### config.mk
export PLATFORM = sky130hd
export DESIGN_NAME = calc_ctrl
export DESIGN_NICKNAME = d
export VERILOG_FILES = /design/src/rtl/calc_pkg.sv /design/src/rtl/calc_ctrl_nibble_to_ascii.sv /design/src/rtl/calc_ctrl.sv
export SDC_FILE = /design/constraint.sdc
export NUM_CORES = 1
export LEC_CHECK = 0
export CAP_MARGIN = 25
export CORE_MARGIN = 2
export CORE_UTILIZATION = 43
export CTS_CLUSTER_DIAMETER = 100
export DETAILED_ROUTE_END_ITERATION = 16
export PLACE_DENSITY = 0.76
export SLEW_MARGIN = 25
export SYNTH_ARGS = -nofsm -noshare
export SYNTH_HDL_FRONTEND = slang
export SYNTH_HIERARCHICAL = 1
export SYNTH_SLANG_ARGS = --single-unit
### constraint.sdc
create_clock -name clk -period 3.2 [get_ports clk]
set_clock_uncertainty 0.15 [all_clocks]
set_input_delay 0.8 -clock clk [delete_from_list [all_inputs] [get_ports clk]]
set_output_delay 0.8 -clock clk [all_outputs]
set_load 0.05 [all_outputs]
### src/rtl/calc_pkg.sv
// Shared constants, state encoding and command bundle for calc_ctrl.
package calc_pkg;

  localparam logic [4:0] OP_ADD = 5'h01;
  localparam logic [4:0] OP_SUB = 5'h02;
  localparam logic [4:0] OP_MUL = 5'h04;
  localparam logic [4:0] OP_DIV = 5'h08;

  localparam logic [3:0] DT_UNSIGNED = 4'h1;
  localparam logic [3:0] DT_SIGNED   = 4'h2;

  localparam logic [7:0] CH_CR = 8'h0D;
  localparam logic [7:0] CH_LF = 8'h0A;
  localparam logic [7:0] CH_E  = 8'h45;
  localparam logic [7:0] CH_R  = 8'h52;

  typedef enum logic [2:0] {
    ST_IDLE,
    ST_ISSUE,
    ST_WAIT,
    ST_SEND,
    ST_ERR
  } state_e;

  typedef struct packed {
    logic [3:0]  dtype;
    logic [4:0]  op;
    logic [15:0] a;
    logic [15:0] b;
  } cmd_t;

  function automatic logic cmd_ok(
    input logic [4:0]  op,
    input logic [15:0] b
  );
    logic known;
    known = (op == OP_ADD) || (op == OP_SUB) ||
            (op == OP_MUL) || (op == OP_DIV);
    return known && !((op == OP_DIV) && (b == 16'h0));
  endfunction

endpackage

### src/rtl/calc_ctrl_nibble_to_ascii.sv
// Combinational 4-bit value to uppercase hex ASCII character.
module nibble_to_ascii (
  input  logic [3:0] nib,
  output logic [7:0] ch
);

  always_comb begin
    ch = 8'h00;
    unique case (1'b1)
      (nib < 4'd10):  ch = 8'h30 + {4'h0, nib};
      (nib >= 4'd10): ch = 8'h37 + {4'h0, nib};
      default:        ch = 8'h00;
    endcase
  end

endmodule

### src/rtl/calc_ctrl.sv
// Calculator sequencer: decoder -> ALU handshake -> hex/ERR
// string out to the UART TX byte interface.
module calc_ctrl
  import calc_pkg::*;
#(
  parameter int TIMEOUT = 64
) (
  input  logic        clk,
  input  logic        n_rst,
  input  logic        dec_done,
  input  logic [3:0]  dec_dtype,
  input  logic [4:0]  dec_op,
  input  logic [15:0] dec_src1,
  input  logic [15:0] dec_src2,
  output logic        alu_start,
  output logic [4:0]  alu_op,
  output logic        alu_signed,
  output logic [15:0] alu_a,
  output logic [15:0] alu_b,
  input  logic        alu_done,
  input  logic [31:0] alu_result,
  output logic [7:0]  tx_data,
  output logic        tx_valid,
  input  logic        tx_ready,
  output logic        busy,
  output logic        lost,
  output logic        timeout
);

  localparam int TO_W = $clog2(TIMEOUT + 1);
  localparam logic [TO_W-1:0] TO_LAST = TO_W'(TIMEOUT - 1);

  state_e          state_q, state_d;
  cmd_t            cmd_q, cmd_d;
  logic [31:0]     res_q, res_d;
  logic [3:0]      idx_q, idx_d;
  logic [TO_W-1:0] timer_q, timer_d;
  logic            lost_q, lost_d;
  logic            timeout_q, timeout_d;

  logic            in_send;
  logic            in_err;
  logic [4:0]      sh;
  logic [31:0]     res_sh;
  logic [7:0]      hex_ch;
  logic [7:0]      tx_byte;

  always_ff @(posedge clk or negedge n_rst) begin
    if (!n_rst) begin
      state_q   <= ST_IDLE;
      cmd_q     <= '0;
      res_q     <= '0;
      idx_q     <= '0;
      timer_q   <= '0;
      lost_q    <= 1'b0;
      timeout_q <= 1'b0;
    end else begin
      state_q   <= state_d;
      cmd_q     <= cmd_d;
      res_q     <= res_d;
      idx_q     <= idx_d;
      timer_q   <= timer_d;
      lost_q    <= lost_d;
      timeout_q <= timeout_d;
    end
  end

  always_comb begin
    state_d   = state_q;
    cmd_d     = cmd_q;
    res_d     = res_q;
    idx_d     = idx_q;
    timer_d   = timer_q;
    timeout_d = 1'b0;
    lost_d    = dec_done && (state_q != ST_IDLE);
    unique case (state_q)
      ST_IDLE: begin
        if (dec_done) begin
          cmd_d.dtype = dec_dtype;
          cmd_d.op    = dec_op;
          cmd_d.a     = dec_src1;
          cmd_d.b     = dec_src2;
          idx_d       = 4'd0;
          state_d     = cmd_ok(dec_op, dec_src2) ?
                        ST_ISSUE : ST_ERR;
        end
      end
      ST_ISSUE: begin
        timer_d = '0;
        state_d = ST_WAIT;
      end
      ST_WAIT: begin
        timer_d = timer_q + 1'b1;
        // a done arriving on the expiry cycle still wins
        if (alu_done) begin
          res_d   = alu_result;
          idx_d   = 4'd0;
          state_d = ST_SEND;
        end else if (timer_q == TO_LAST) begin
          timeout_d = 1'b1;
          idx_d     = 4'd0;
          state_d   = ST_ERR;
        end
      end
      ST_SEND: begin
        if (tx_ready) begin
          if (idx_q == 4'd9) begin
            idx_d   = 4'd0;
            state_d = ST_IDLE;
          end else begin
            idx_d = idx_q + 4'd1;
          end
        end
      end
      ST_ERR: begin
        if (tx_ready) begin
          if (idx_q == 4'd4) begin
            idx_d   = 4'd0;
            state_d = ST_IDLE;
          end else begin
            idx_d = idx_q + 4'd1;
          end
        end
      end
      default: state_d = ST_IDLE;
    endcase
  end

  assign in_send = (state_q == ST_SEND);
  assign in_err  = (state_q == ST_ERR);
  assign sh      = 5'd28 - {idx_q[2:0], 2'b00};
  assign res_sh  = res_q >> sh;

  nibble_to_ascii u_hex (
    .nib (res_sh[3:0]),
    .ch  (hex_ch)
  );

  always_comb begin
    tx_byte = 8'h00;
    unique case (1'b1)
      in_send && !idx_q[3]:         tx_byte = hex_ch;
      in_send && (idx_q == 4'd8):   tx_byte = CH_CR;
      in_send && (idx_q == 4'd9):   tx_byte = CH_LF;
      in_err && (idx_q == 4'd0):    tx_byte = CH_E;
      in_err && (idx_q == 4'd1):    tx_byte = CH_R;
      in_err && (idx_q == 4'd2):    tx_byte = CH_R;
      in_err && (idx_q == 4'd3):    tx_byte = CH_CR;
      in_err && (idx_q == 4'd4):    tx_byte = CH_LF;
      default:                      tx_byte = 8'h00;
    endcase
  end

  assign alu_start  = (state_q == ST_ISSUE);
  assign alu_op     = cmd_q.op;
  assign alu_signed = (cmd_q.dtype == DT_SIGNED);
  assign alu_a      = cmd_q.a;
  assign alu_b      = cmd_q.b;
  assign tx_valid   = in_send || in_err;
  assign tx_data    = tx_byte;
  assign busy       = (state_q != ST_IDLE);
  assign lost       = lost_q;
  assign timeout    = timeout_q;

endmodule

==> metrics.yaml <==
timing.rr.end: "state_q[0]"
end_kind: "output port"
ir_drop_mv: 0.782
nets: 552
cts_tree: "yes"
fin_tns_setup_ns: -2.25
critPathRequiredTime_ns: 2.25
die_y_um: 110
drive_gt1_share_pct: 31.4
drtPass1Iterations: 4
max-clock-path-buffers: 2
startpoint: "idx_q[0]"
grt_max_degree: 51
drc: 0
antenna_left: 0
r2r_cells: 8
syn_inst: 370
synth_top_cell_area_share_pct: 46.2
gp_congestion: 0.775
synth_area_um2: 4820
antennaDiodeCount: 0
track_usage_pct: 17.7
drt-initial-drc-count: 123
start_util_pct: 44.3
wirelength_um: 9970
cp_max_fo: 6
routedWlPerCell_um: 16.3
die_area_um2: 12100
core_um2: 10900
synth-main-ff-cell: "dfrtp_1"
clockRootBuffer: "clkbuf_8"
p_per_area_nw_per_um2: 1090
synth_nets: 455
synth-async-reset-ratio_pct: 100
grt_pass1_vias: 3273
ys_ff_latch: 89
h-tree-depth: 3
grt_pass1_wl_um: 16400
setup_viol: 7
setup_ws_ns: -0.415
critPathKind: "reg2out"
synth-edff-count: 0
cts_setup_buffers: 0
p_leak_uw: 0.00265
start_kind: "register"
slew_headroom_pct: 56.1
place_area_um2: 6020
r2r_slack_ns: 1.03
power.total_uw: 6810
portBuffers: 127
row_count: 38
min_period_ns: 3.61
tightest_slew_ns: 0.658
syn_area_per_cell_um2: 13.0
grt_overflow: 0
hold_violations: 0
hold_class: "in2async"
ys_seq_area_share_pct: 46.2
slew_viol_final: 0
min_period_over_period_pct: 113
rsz0062_at_grt: "yes"
path_clk_slew_ns: 0.09
synth_cell_types: 58
synth_area_leaders: "dfrtp_1 (46%), mux2_4 (13%), mux2_2 (8.6%), buf_4 (5.9%), mux4_2 (3.7%)"
ios: 129
dpl.hpwl_um: 7480
fmax_mhz: 277
failed_checks: "negative setup slack"
vias_per_cell: 5.11
cp_data_arrival_time_ns: 2.66
antenna_found_initial: 0
synth_top_area_cell: "dfrtp_1"
die_x_um: 110
cts.sinks: 89
ys.warnings.count: 6
vias: 3125
num-fill-cells: 891
insertion_delay_ns: 0.36
max-cap-violations: 0
final_area_um2: 6230
r2r_start: "idx_q[1]"
tritoncts.num_buffers: 9
area_growth_pct: 29.1
status: "finished with violations"
[stage by stage]
stage	hold WS [ns]	cells	utilization, %	worst slack [ns]
after floorplan	0.283	370	-	-0.0322
after global placement	0.317	596	55.3	-0.0342
after detailed placement	0.325	596	55.3	-0.0881
after CTS	0.320	612	57.1	-0.456
after global routing	0.347	612	57.2	-0.543
final	0.326	612	57.2	-0.415
[how the worst max path moves through the flow]
stage | cells after the start | endpoint | slack [ns]
final | 7 | tx_data[0] | -0.41
after floorplan | 9 | tx_data[6] | -0.03
after detailed placement | 7 | tx_data[0] | -0.09
after global routing | 8 | tx_data[1] | -0.54
after CTS | 7 | tx_data[0] | -0.46
after global placement | 7 | tx_data[0] | -0.03
[worst max-delay path, cell delays in order (launching register included)]
cell and delay [ns]:
dfrtp_2 0.46, mux4_2 0.53, mux2_4 0.31, ha_4 0.18
o31a_1 0.24, mux2_4 0.26, a21o_4 0.20, buf_8 0.14
[placed cells by master, fill, tap and decap left out, drive strengths merged, types with 8 or more instances in the layout]
master / netlist / final
dfrtp: 89 / 89
clkbuf: 3 / 12
nor4: 8 / 8
mux4: 8 / 8
buf: 55 / 27
o21ai: 25 / 25
mux2: 79 / 79
nor2: 10 / 10
inv: 8 / 8
nand2: 17 / 17
clkdlybuf4s50: 0 / 117
[registers in the layout, summed over array words and instances, names as in the netlist]
name / count
alu_a: 16
alu_b: 16
alu_op: 5
cmd_q: 4
idx_q: 4
lost: 1
res_q: 32
state_q: 3
timeout: 1
timer_q: 7
[area by class of cell]
| class | instances | area, um2 | area share [%] |
|---|---|---|---|
| clock buffers | 12 | 155 | 2.49 |
| clock inverters | 4 | 27.5 | 0.442 |
| inverters | 8 | 30.0 | 0.482 |
| multi-input cells | 215 | 2140 | 34.3 |
| flip-flops and latches | 89 | 2230 | 35.8 |
| well taps | 140 | 175 | 2.81 |
| repair buffers | 144 | 1480 | 23.7 |
[cell families (layout without fill, tap and decap cells)]
kind of cell | count (synthesis) | after routing | synth area share, %
compound gates | 54 | 54 | 7.60
xor+xnor | 1 | 1 | 0.182
fa+ha+maj | 7 | 7 | 1.82
buf+inv | 66 | 168 | 10.7
flops | 89 | 89 | 46.2
mux | 87 | 87 | 25.4
other cells | 1 | 1 | 0.0777
simple gates | 65 | 65 | 8.12
[cells in the mapped netlist (2+ instances only)]
| cell type | instances |
|---|---|
| nand2_1 | 17 |
| nor4_1 | 7 |
| buf_4 | 38 |
| nor2b_1 | 2 |
| dfrtp_1 | 89 |
| a21o_1 | 4 |
| o21ai_0 | 20 |
| o21ai_1 | 4 |
| and2_1 | 5 |
| nand3_1 | 5 |
| a21oi_1 | 3 |
| mux2_2 | 37 |
| or3b_1 | 2 |
| o211ai_1 | 2 |
| buf_2 | 5 |
| mux2_4 | 41 |
| buf_6 | 7 |
| and3_1 | 3 |
| nand3b_1 | 3 |
| buf_12 | 4 |
| clkbuf_1 | 2 |
| nand2b_1 | 2 |
| nor2_1 | 8 |
| inv_1 | 8 |
| a22oi_1 | 3 |
| ha_1 | 7 |
| o31ai_1 | 3 |
| a211o_1 | 2 |
| mux4_2 | 8 |
[where the power goes]
group / total [uW] / switching (uW) / internal (uW)
clock: 713 / 389 / 324
combinational: 4090 / 2130 / 1960
sequential: 2010 / 361 / 1650
[layer usage]
layer / vias up / wire (um) / GRT usage (%)
li1: 1475 / - / -
met1: 1546 / 4500 / 23.8
met2: 95 / 4650 / 27.2
met3: 9 / 708 / 5.87
met4: 0 / 114 / 5.42
met5: - / 0 / 0
[what timing repair did]
action                     CTS  global route
setup endpoints to repair    7             7
pin swaps                    1             2
cloned                       0             0
gates resized for setup      5             4
hold buffers                 0             0
(Power assumes the default switching activity.)
